**config.mk**
```make
export PLATFORM = sky130hd
export DESIGN_NAME = mem_param
export DESIGN_NICKNAME = d
export VERILOG_FILES = /design/src/rtl/mem_pkg.sv /design/src/rtl/mem_rd_pipe.sv /design/src/rtl/mem_param.sv
export SDC_FILE = /design/constraint.sdc
export NUM_CORES = 1
export LEC_CHECK = 0
export BUFFER_PORTS_ARGS = -buffer_cell sky130_fd_sc_hd__buf_2
export CORE_UTILIZATION = 35
export CTS_CLUSTER_DIAMETER = 80
export DETAILED_ROUTE_END_ITERATION = 7
export HOLD_SLACK_MARGIN = 0.08
export PLACE_DENSITY = 0.52
export SLEW_MARGIN = 10
export SYNTH_ARGS = -nofsm -noshare
export SYNTH_HDL_FRONTEND = slang
export SYNTH_SLANG_ARGS = --single-unit
```
**constraint.sdc**
```tcl
create_clock -name clk -period 2.55 [get_ports clk]
set_clock_uncertainty 0.15 [all_clocks]
set_input_delay 0.1275 -clock clk [delete_from_list [all_inputs] [get_ports clk]]
set_output_delay 0.1275 -clock clk [all_outputs]
set_load 0.01 [all_outputs]
```
**src/rtl/mem_pkg.sv**
```systemverilog
// Shared types and default parameters for the mem_param single-port memory.
package mem_pkg;

    typedef enum logic [0:0] {
        StInit = 1'b0,
        StIdle = 1'b1
    } mem_state_e;

    localparam int unsigned DefDataW = 32;
    localparam int unsigned DefDepth = 16;
    localparam int unsigned DefAddrW = 4;
    localparam int unsigned DefRdLat = 1;

endpackage

```
**src/rtl/mem_rd_pipe.sv**
```systemverilog
// Response pipeline: RD_LAT stages of valid/err/data; the last data stage holds between responses.
module mem_rd_pipe #(
    parameter int unsigned DATA_W = 32,
    parameter int unsigned RD_LAT = 1
) (
    input  logic              clk_i,
    input  logic              rst_ni,
    input  logic              valid_i,
    input  logic              err_i,
    input  logic [DATA_W-1:0] data_i,
    output logic              valid_o,
    output logic              err_o,
    output logic [DATA_W-1:0] data_o
);

    logic [RD_LAT-1:0] valid_q, valid_d;
    logic [RD_LAT-1:0] err_q, err_d;
    logic [DATA_W-1:0] data_q [RD_LAT];
    logic [DATA_W-1:0] data_d [RD_LAT];

    always_comb begin
        valid_d    = valid_q;
        err_d      = err_q;
        data_d     = data_q;
        valid_d[0] = valid_i;
        err_d[0]   = err_i;
        data_d[0]  = valid_i ? data_i : data_q[0];
        // Data only advances alongside a valid so the output stage keeps its last value.
        for (int i = 1; i < RD_LAT; i++) begin
            valid_d[i] = valid_q[i-1];
            err_d[i]   = err_q[i-1];
            data_d[i]  = valid_q[i-1] ? data_q[i-1] : data_q[i];
        end
    end

    always_ff @(posedge clk_i) begin
        if (!rst_ni) begin
            valid_q <= '0;
            err_q   <= '0;
            for (int i = 0; i < RD_LAT; i++) begin
                data_q[i] <= '0;
            end
        end else begin
            valid_q <= valid_d;
            err_q   <= err_d;
            data_q  <= data_d;
        end
    end

    assign valid_o = valid_q[RD_LAT-1];
    assign err_o   = err_q[RD_LAT-1];
    assign data_o  = data_q[RD_LAT-1];

endmodule

```
**src/rtl/mem_param.sv**
```systemverilog
// Single-port byte-writable memory that zero-fills itself after reset, then serves
// one read or write per cycle with a RD_LAT-cycle registered response.
module mem_param
    import mem_pkg::*;
#(
    parameter int unsigned DATA_W = DefDataW,
    parameter int unsigned DEPTH  = DefDepth,
    parameter int unsigned ADDR_W = DefAddrW,
    parameter int unsigned RD_LAT = DefRdLat
) (
    input  logic                clk,
    input  logic                rst,
    input  logic                En,
    input  logic                W_en,
    input  logic [ADDR_W-1:0]   Address,
    input  logic [DATA_W/8-1:0] Be,
    input  logic [DATA_W-1:0]   Data_in,
    output logic [DATA_W-1:0]   Data_out,
    output logic                Valid_out,
    output logic                Err_out,
    output logic                Busy
);

    localparam int unsigned NumBytes = DATA_W / 8;

    mem_state_e          state_q, state_d;
    logic [ADDR_W-1:0]   init_cnt_q, init_cnt_d;
    logic [DATA_W-1:0]   mem [DEPTH];

    logic                addr_ok;
    logic                last_init;
    logic                mem_we;
    logic [ADDR_W-1:0]   wr_addr;
    logic [NumBytes-1:0] wr_be;
    logic [DATA_W-1:0]   wr_data;
    logic [DATA_W-1:0]   rd_data;
    logic                rd_valid;
    logic                rd_err;

    assign addr_ok   = 32'(Address) < DEPTH;
    assign last_init = 32'(init_cnt_q) == DEPTH - 1;

    always_comb begin
        state_d    = state_q;
        init_cnt_d = init_cnt_q;
        mem_we     = 1'b0;
        wr_addr    = Address;
        wr_be      = Be;
        wr_data    = Data_in;
        rd_valid   = 1'b0;
        rd_err     = 1'b0;
        unique case (state_q)
            StInit: begin
                // Requests are ignored here; the write port belongs to the clear sweep.
                mem_we     = 1'b1;
                wr_addr    = init_cnt_q;
                wr_be      = '1;
                wr_data    = '0;
                init_cnt_d = init_cnt_q + 1'b1;
                if (last_init) begin
                    state_d    = StIdle;
                    init_cnt_d = '0;
                end
            end
            StIdle: begin
                if (En) begin
                    mem_we   = W_en & addr_ok;
                    rd_valid = ~W_en;
                    rd_err   = ~addr_ok;
                end
            end
            default: state_d = StInit;
        endcase
    end

    always_ff @(posedge clk) begin
        if (!rst) begin
            state_q    <= StInit;
            init_cnt_q <= '0;
        end else begin
            state_q    <= state_d;
            init_cnt_q <= init_cnt_d;
        end
    end

    // No reset on the array: contents are only defined once the clear sweep has run.
    always_ff @(posedge clk) begin
        if (rst && mem_we) begin
            for (int b = 0; b < NumBytes; b++) begin
                if (wr_be[b]) begin
                    mem[wr_addr][8*b +: 8] <= wr_data[8*b +: 8];
                end
            end
        end
    end

    assign rd_data = addr_ok ? mem[Address] : '0;
    assign Busy    = (state_q == StInit);

    mem_rd_pipe #(
        .DATA_W (DATA_W),
        .RD_LAT (RD_LAT)
    ) u_rd_pipe (
        .clk_i   (clk),
        .rst_ni  (rst),
        .valid_i (rd_valid),
        .err_i   (rd_err),
        .data_i  (rd_data),
        .valid_o (Valid_out),
        .err_o   (Err_out),
        .data_o  (Data_out)
    );

endmodule

```
; ---- Word-level counts from Yosys, hierarchy flattened
; Memory sizes are Yosys's and may differ from the RTL's. A register that Yosys moved wholly into a read port is not among the register bits.
; Index checks and enable logic that the tools add are counted.
[classes]
add_sub_neg = 1
n_mul = 0
div_mod_pow = 0
magnitude_cmp = 0
n_eq_ne = 1
shifts = 0
mux = 22
bitwise = 2
n_reduce_logical = 2
[ops]
columns = operator, n
row1 = $mux W32, 1
row2 = $mux W1, 17
row3 = $mux W4, 3
row4 = $add A4 B1 Y4 const B, 1
row5 = $eq A4 B4 Y1 const B, 1
row6 = $not A1 Y1, 2
row7 = $pmux W1 S2, 1
row8 = $logic_and A1 B1 Y1, 1
row9 = $logic_not A1 Y1, 1
[totals]
ff_bits = 6
latchBits = 0
mem_bits_rw = 512
romBits = 0
inputBits = 44
out_inout_bits = 35
n_memories = 1
[mem_list]
columns = name, words, width, rd, rd_ports_with_merged_regs, write_ports, line
row1 = mem, 16, 32, 1, 1, 1, mem_param.sv:28  ; logic [DATA_W-1:0] mem [DEPTH];

; ---- Depth between registers and ports, before layout
; Gate-level depths: netlist of run 1.
[logic_depth]
depth_word = 5
depth_mapped = 9

; ---- Cells and area by module
; From an unflattened synthesis of run 1, not the netlist that was laid out.
[hier_totals]
cells_unflattened = 1183
area_unflattened_um2 = 21625.7
[modules_own_cells]
columns = module, instances, cells_each, area_per_inst_um2, seq_area_each_um2
row1 = mem_param, 1, 1076, 20329.5, 15474.8
row2 = mem_rd_pipe, 1, 107, 1296.2, 680.7

; ---- Worst setup path before layout of run 1
; Ideal clock, no wire load.
[synth_timing]
path_type = input port to flip-flop
start = input Address[0]
end = memory mem[12][16], enable pin
arrival_time_ns = 1.785
required_ns = 2.030
slack_ns = 0.245
path_stages = 8
cell_sequence = buf_6 buf_12 buf_6 buf_6 buf_2 o31ai_1 nand2_1 nor2_1
[synth_via]
elab_chain_cells = 1
[synth_lines]
columns = item, line
row1 = "start, declared", mem_param.sv:15  ; input logic [ADDR_W-1:0] Address,
row2 = $mux W4, mem_param.sv:52  ; unique case (state_q)
row3 = "end, declared", mem_param.sv:28
; No other way between the ends.

; ---- Worst setup path after layout of run 1
[layout_timing]
start = register init_cnt_q[0]
end = memory mem[1][13], enable pin
[layout_via]
elab_chain_cells = 1
[layout_lines]
columns = item, line
row1 = "start, declared", mem_param.sv:27  ; logic [ADDR_W-1:0] init_cnt_q, init_cnt_d;
row2 = "start signal, assigned", mem_param.sv:82  ; init_cnt_q <= init_cnt_d;
row3 = $mux W4, mem_param.sv:52
; No other way between the ends.

==> results of run 1 <==
Yosys cell counts, types with 2 or more instances:
cell	n
edfxtp_1	512
a22oi_1	46
buf_12	2
o21ai_1	4
buf_6	7
nor2_1	74
nor2b_1	13
buf_1	2
a21oi_1	2
or3_1	3
a2111oi_0	8
nand2b_1	2
and3_1	4
buf_2	21
a221o_1	9
dfxtp_1	38
clkbuf_1	30
mux4_2	60
nand3_1	3
o21ai_0	27
a21boi_0	2
o31ai_1	2
mux2_2	19
inv_1	4
o22ai_1	5
mux2i_1	120
and2_1	34
buf_4	4
mux4_1	13
nand2_1	24
a32oi_1	23
nor3_1	5
worst max-delay path: cells and delay by family (launching register included):
kind	cells	cell delay, ns
flops	1	0.42
compound gates	1	0.56
simple gates	2	0.62
buf+inv	2	0.28
metal layers:
metal	part of all wire (%)	global-route usage, %	vias up	wire (um)
li1	-	-	4997	-
met1	46	24.28	5863	24460
met2	48	27.84	296	25660
met3	5.0	2.628	73	2671
met4	1.8	4.533	0	954
met5	0	0	-	0
cells by family after synthesis:
| group | share of synthesized area (%) |
|---|---|
| xor+xnor | 0.04088 |
| compound gates | 4.525 |
| buf+inv | 1.944 |
| mux | 14.50 |
| simple gates | 3.620 |
| other cells | 0.01750 |
| fa+ha+maj | 0.05837 |
| flops | 75.29 |
registers in the layout (all words and copies together), names as in the netlist:
register / count
state_q: 1
u_rd_pipe.valid_o: 1
mem: 512
u_rd_pipe.data_o: 32
init_cnt_q: 4
cell type report:
| class | count | area (um^2) | share of cell area [%] |
|---|---|---|---|
| clock buffer | 78 | 1535 | 6.080 |
| clock inverter | 24 | 133.9 | 0.5302 |
| inverter | 4 | 15.01 | 0.05946 |
| multi-input combinational | 511 | 4907 | 19.43 |
| sequential | 550 | 16140 | 63.91 |
| tap | 782 | 978.4 | 3.875 |
| timing repair buffer | 217 | 1544 | 6.115 |
power by group:
part           switching [uW]  internal, uW  leakage (uW)
clock network            3280          4270      0.000820
logic                     483           352       0.00295
registers                30.8          9840       0.00483
total                    3800         14500       0.00860
through the flow:
stage	worst slack [ns]	cells
2_1_floorplan	0.2452	1133
3_5_place_dp	0.2224	2047
3_3_place_gp	0.2720	2047
4_1_cts	0.2036	2166
6_report	0.2077	2166
5_1_grt	0.06462	2166
what timing repair did:
| item | 4_1_cts | 5_1_grt |
|---|---|---|
| resized for setup | 0 | 3 |
| endpoints found under the setup margin | 0 | 30 |
| endpoints found under the hold margin | 211 | 0 |
| hold buffers | 17 | 0 |
path summary, 6_finish.rpt:
kind	end	slack, ns	depth (start not counted)
worst min-delay path	mem[15][2]	0.09	2
worst max register to register	mem[1][13]	0.21	5
worst max-delay path	mem[1][13]	0.21	5
worst min register to register	u_rd_pipe.data_o[21]	0.33	1
==> out/results.tsv, run 1 <==
stage	metric	value	unit
run_status	status	complete, no violations	
routing	Pre-antenna DRT Iters	5	
clock_network	clock latency at the later pin of the worst-skew pair	0.60	ns
routing	via count	11230	
critical_path	Critical-path top delay cell	o32ai_1	
layout	Fill cells	5302	
logic_synthesis	Gate Count Post-Synth	1133	
clock_network	clock buffer depth	3	
timing	top achievable clock speed	426.9	MHz
logic_synthesis	Mapped Avg Cell Area	18.91	um^2
critical_path	slowest cell delay on critical path	0.56	ns
logic_synthesis	top cells by area, synth	edfxtp_1 72%, mux4_2 6.3%, mux2i_1 5.6%	
logic_synthesis	synthesized area	21430	um^2
logic_synthesis	post-synth top area cell	edfxtp_1	
power	PD cells	723.1	nW/um^2
logic_synthesis	Main synth FF type	edfxtp_1	
global_routing	GRT Util Overall	17.22	%
timing	Worst Tran Pin Value	1.117	ns
timing	Hold Slack	0.08541	ns
layout	Layout Utilization	41.76	%
logic_synthesis	register area share after synthesis	75.29	%
layout	Nets	1383	
global_routing	vias in the first global route	11420	
critical_path	Worst Setup SP	init_cnt_q[0]	
clock_network	postcts setup bufs	0	
critical_path	reg2reg start	init_cnt_q[0]	
routing	antenna viol nets, final	0	
critical_path	Max Fanout on Critical Path	8	
floorplan	Die Area	62220	um^2
critical_path	CP Class	reg -> reg	
critical_path	critical path endpoint category	register	
timing	Slew Viols, Final	0	
timing	RSZ-0062 raised after global routing	false	
min_path	Hold Path Origin	Data_in[2]	
flow_run	MaxCap Viol Count	0	
floorplan	Die Ht	249.4	um
clock_network	clock tree from TritonCTS	yes	
logic_synthesis	Synth top area share	71.74	%
logic_synthesis	post-synthesis cell type count	43	
timing	Period minus WS final	2.342	ns
power	Peak VDD IR	0.0005084	V
global_routing	first-pass GRT wire length	78050	um
place	IO Port Bufs	77	
critical_path	Critical Path RT	2.70	ns
global_routing	Overflow after GRT	0	
global_routing	largest net degree at the start of global routing	46	
layout	Finished Cell Area	25250	um^2
critical_path	CP arrival	2.50	ns
place	dpl cell area	23400	um^2
clock_network	CTS H-tree lvls	2	
timing	period utilization	91.86	%
clock_network	number of buffers created by CTS	54	
place	DP HPWL	34670	um
clock_network	Reg clk slew, reported paths	0.06	ns
critical_path	CP startpoint kind	register	
timing	Setup TNS Final	0	ns
clock_network	CTS sink cnt	550	
routing	Routed WL	53750	um
global_routing	initial antenna violation count	0	
logic_synthesis	Post-synth EDFFs	512	
layout	most frequent cells in the layout	512 x edfxtp_1, 121 x buf_4, 120 x mux2i_1, 74 x buf_2, 73 x nor2_1	
critical_path	crit path cell chain	inv_1, o32ai_1, nand2_1, nor2_1, buf_4	
routing	average wire per standard cell	24.81	um
timing	Setup Viol. Count Final	0	
layout	P&R area growth vs syn	17.82	%
logic_synthesis	Yosys reg bits	550	
min_path	worst hold path class	in -> reg	
clock_network	clock root cell	clkbuf_16	
layout	most common cell after layout, fill and taps aside	edfxtp_1	
layout	share of layout cells above drive strength 1	26.08	%
floorplan	Row Count	90	
routing	vias per cell	5.184	
floorplan	initial core utilization	35.44	%
place	global placer's final weighted congestion	0.8134	
layout	antenna cells	0	
routing	DRC	0	
power	Lkg Pwr	0.008602	uW
floorplan	CORE AREA	60470	um^2
floorplan	Top-Level Pins	79	
power	Pwr Total	18260	uW
floorplan	DIE WIDTH	249.4	um
logic_synthesis	Net Count, Synth	1178	
timing	slew margin rel.	25.53	%
routing	DR iter-0 viols	936	
logic_synthesis	Async S/R FF share, synth	0	%
logic_synthesis	Yosys warning count	0	
timing	final hold vios	0	
Note: power is estimated with default switching activity, not from simulation.
==> inputs of run 2 (changes only) <==
--- a/config.mk
+++ b/config.mk
@@ -5,6 +5,7 @@
 export SDC_FILE = /design/constraint.sdc
 export NUM_CORES = 1
 export LEC_CHECK = 0
+export ABC_AREA = 1
 export BUFFER_PORTS_ARGS = -buffer_cell sky130_fd_sc_hd__buf_2
 export CORE_UTILIZATION = 35
 export CTS_CLUSTER_DIAMETER = 80
==> run 2 against run 1 <==
Compared with the run above:
- core utilization down 0.33 points
- combinational power grew 22%
- critical path type unchanged
- clock power grew 12%
- clock-buffer cell count rose by 4
- wire length is 19% higher
- worst setup slack got worse by 0.094 ns
- synthesized cell count increased by 110%
- sequential share of layout area shrank 6.0 points
- hold slack better by 0.080 ns
==> out/results.tsv, run 2 <==
stage	metric	value	unit
run_status	status	complete, no violations	
min_path	worst hold path class	in -> reg	
clock_network	clock buffer depth	3	
clock_network	CTS sink cnt	550	
floorplan	initial core utilization	35.48	%
logic_synthesis	top cells by area, synth	edfxtp_1 64%, nand2_1 13%, nand3_1 7.4%	
timing	Period minus WS final	2.437	ns
layout	antenna cells	0	
global_routing	Overflow after GRT	0	
timing	top achievable clock speed	410.4	MHz
logic_synthesis	main combinational cell family by area after synthesis	simple AND/OR/NAND/NOR gates	
critical_path	CP Class	reg -> reg	
logic_synthesis	top cells by count, synth	854 x nand2_1, 512 x edfxtp_1, 353 x nand3_1	
power	PD cells	693.4	nW/um^2
routing	average wire per standard cell	18.57	um
routing	Pre-antenna DRT Iters	6	
logic_synthesis	Async S/R FF share, synth	0	%
min_path	Hold Path Origin	Address[2]	
clock_network	postcts setup bufs	0	
place	IO Port Bufs	77	
timing	Setup Viol. Count Final	0	
clock_network	clock tree from TritonCTS	yes	
logic_synthesis	post-synthesis cell type count	29	
timing	Slew Viols, Final	0	
layout	P&R area growth vs syn	16.76	%
place	global placer's final weighted congestion	0.7939	
min_path	hold path cells	6	
global_routing	GRT Util Overall	18.69	%
layout	Biggest register	mem	
floorplan	Die Ht	263.1	um
critical_path	CP arrival	2.54	ns
logic_synthesis	Synth top area share	64.41	%
logic_synthesis	post-synthesis adder-cell area fraction	0.05242	%
floorplan	Row Count	95	
floorplan	Die Area	69250	um^2
logic_synthesis	post-synth top area cell	edfxtp_1	
logic_synthesis	Mapped Avg Cell Area	10.17	um^2
layout	Fill cells	6544	
layout	share of layout cells above drive strength 1	12.07	%
global_routing	initial antenna violation count	0	
timing	period utilization	95.56	%
critical_path	Max Fanout on Critical Path	14	
timing	final hold vios	0	
global_routing	first-pass GRT wire length	98700	um
power	Lkg Pwr	0.01218	uW
logic_synthesis	Synth Area in Simple Gates	22.13	%
layout	Largest register FFs	512	
logic_synthesis	Net Count, Synth	2392	
critical_path	crit path cell chain	nor2_1, a21oi_2, inv_1, nor2_1, nand2_1, nor2_1	
floorplan	Top-Level Pins	79	
flow_run	MaxCap Viol Count	0	
timing	slew margin rel.	43.78	%
logic_synthesis	count leader, synth	nand2_1	
power	Pwr Total	19330	uW
place	DP HPWL	39120	um
routing	DRC	0	
clock_network	clock latency at the later pin of the worst-skew pair	0.61	ns
power	Peak VDD IR	0.0005341	V
routing	Routed WL	63770	um
clock_network	number of buffers created by CTS	58	
logic_synthesis	synthesized area	23870	um^2
floorplan	CORE AREA	67280	um^2
critical_path	worst r2r path cells	6	
timing	Worst Tran Pin Value	0.8433	ns
critical_path	critical path endpoint category	register	
critical_path	reg2reg start	state_q	
routing	DR iter-0 viols	1385	
logic_synthesis	Post-synth EDFFs	512	
logic_synthesis	Yosys reg bits	550	
critical_path	Worst Setup SP	state_q	
logic_synthesis	Gate Count Post-Synth	2347	
global_routing	vias in the first global route	16080	
floorplan	DIE WIDTH	263.1	um
routing	via count	16290	
timing	RSZ-0062 raised after global routing	false	
layout	most common cell after layout, fill and taps aside	nand2_1	
layout	most frequent cells in the layout	854 x nand2_1, 512 x edfxtp_1, 353 x nand3_1, 329 x inv_1, 107 x buf_4	
logic_synthesis	register area share after synthesis	67.60	%
timing	Hold Slack	0.1659	ns
layout	Nets	2557	
logic_synthesis	Yosys warning count	0	
clock_network	CTS H-tree lvls	2	
critical_path	CP most frequent cell	nor2_1	
critical_path	Critical Path RT	2.65	ns
critical_path	CP startpoint kind	register	
logic_synthesis	Synth Area in XOR/XNOR	0	%
clock_network	clock root cell	clkbuf_16	
routing	antenna viol nets, final	0	
global_routing	largest net degree at the start of global routing	152	
critical_path	slowest cell delay on critical path	0.57	ns
timing	Setup TNS Final	0	ns
routing	vias per cell	4.743	
critical_path	Critical-path top delay cell	nor2_1	
logic_synthesis	complex-gate fraction of the synthesized area	1.510	%
logic_synthesis	Main synth FF type	edfxtp_1	
clock_network	Reg clk slew, reported paths	0.06	ns
logic_synthesis	mux cell area share after synthesis	0	%
## run 2: critical path: cells and delay by family, from the launching register on
kind | cells | cell delay (ns)
buf+inv | 1 | 0.07
simple gates | 4 | 1.17
flops | 1 | 0.50
compound gates | 1 | 0.17
## run 2: area by class of cell
cell class              count  area (um^2)  area share [%]
multi-input cells        1335         5674           20.36
clock inverters            27        221.5          0.7946
inverters                 336         1274           4.570
flip-flops and latches    550        16140           57.90
repair buffers            231         1764           6.330
clock buffers              82         1708           6.128
well taps                 873         1092           3.919
## run 2: cells by family (layout without fill, tap and decap cells)
logic type / Yosys count / in the layout
buf+inv: 462 / 676
other cells: 1 / 1
simple gates: 1286 / 1286
fa+ha+maj: 1 / 1
flops: 550 / 550
compound gates: 47 / 47
## run 2: per-layer routing
| layer | wire, um | GRT usage, % |
|---|---|---|
| met1 | 29440 | 26.41 |
| met2 | 29370 | 29.83 |
| met3 | 3409 | 2.497 |
| met4 | 1548 | 5.769 |
| met5 | 0 | 0 |
## run 2: timing repair
item / 4_1_cts / 5_1_grt
endpoints found under the setup margin: 0 / 40
hold buffers: 38 / 0
endpoints found under the hold margin: 547 / 0
gates resized for setup: 0 / 7
## run 2: report_power, final
part           internal (uW)  total, uW  leakage (uW)  switching (uW)
Sequential              9830       9850       0.00533            23.8
Clock                   4950       8450      0.000935            3500
Combinational            315       1020       0.00592             705
Total                  15100      19300        0.0122            4230
## run 2: worst paths after layout
kind / slack, ns / end
max: 0.11 / mem[0][9]
min: 0.17 / u_rd_pipe.data_o[13]
max reg2reg: 0.11 / mem[0][9]
min reg2reg: 0.34 / init_cnt_q[1]
## run 2: per-stage QoR
stage                     instance area [um^2]  util, %  cells  setup WS [ns]
after floorplan                          23870        -   2347         0.6145
after global placement                   25540    37.97   3287         0.1438
after detailed placement                 25540    37.97   3287        0.09866
after CTS                                27850    41.40   3434        0.07726
after global routing                     27870    41.43   3434        0.02218
final                                    27870    41.43   3434         0.1132
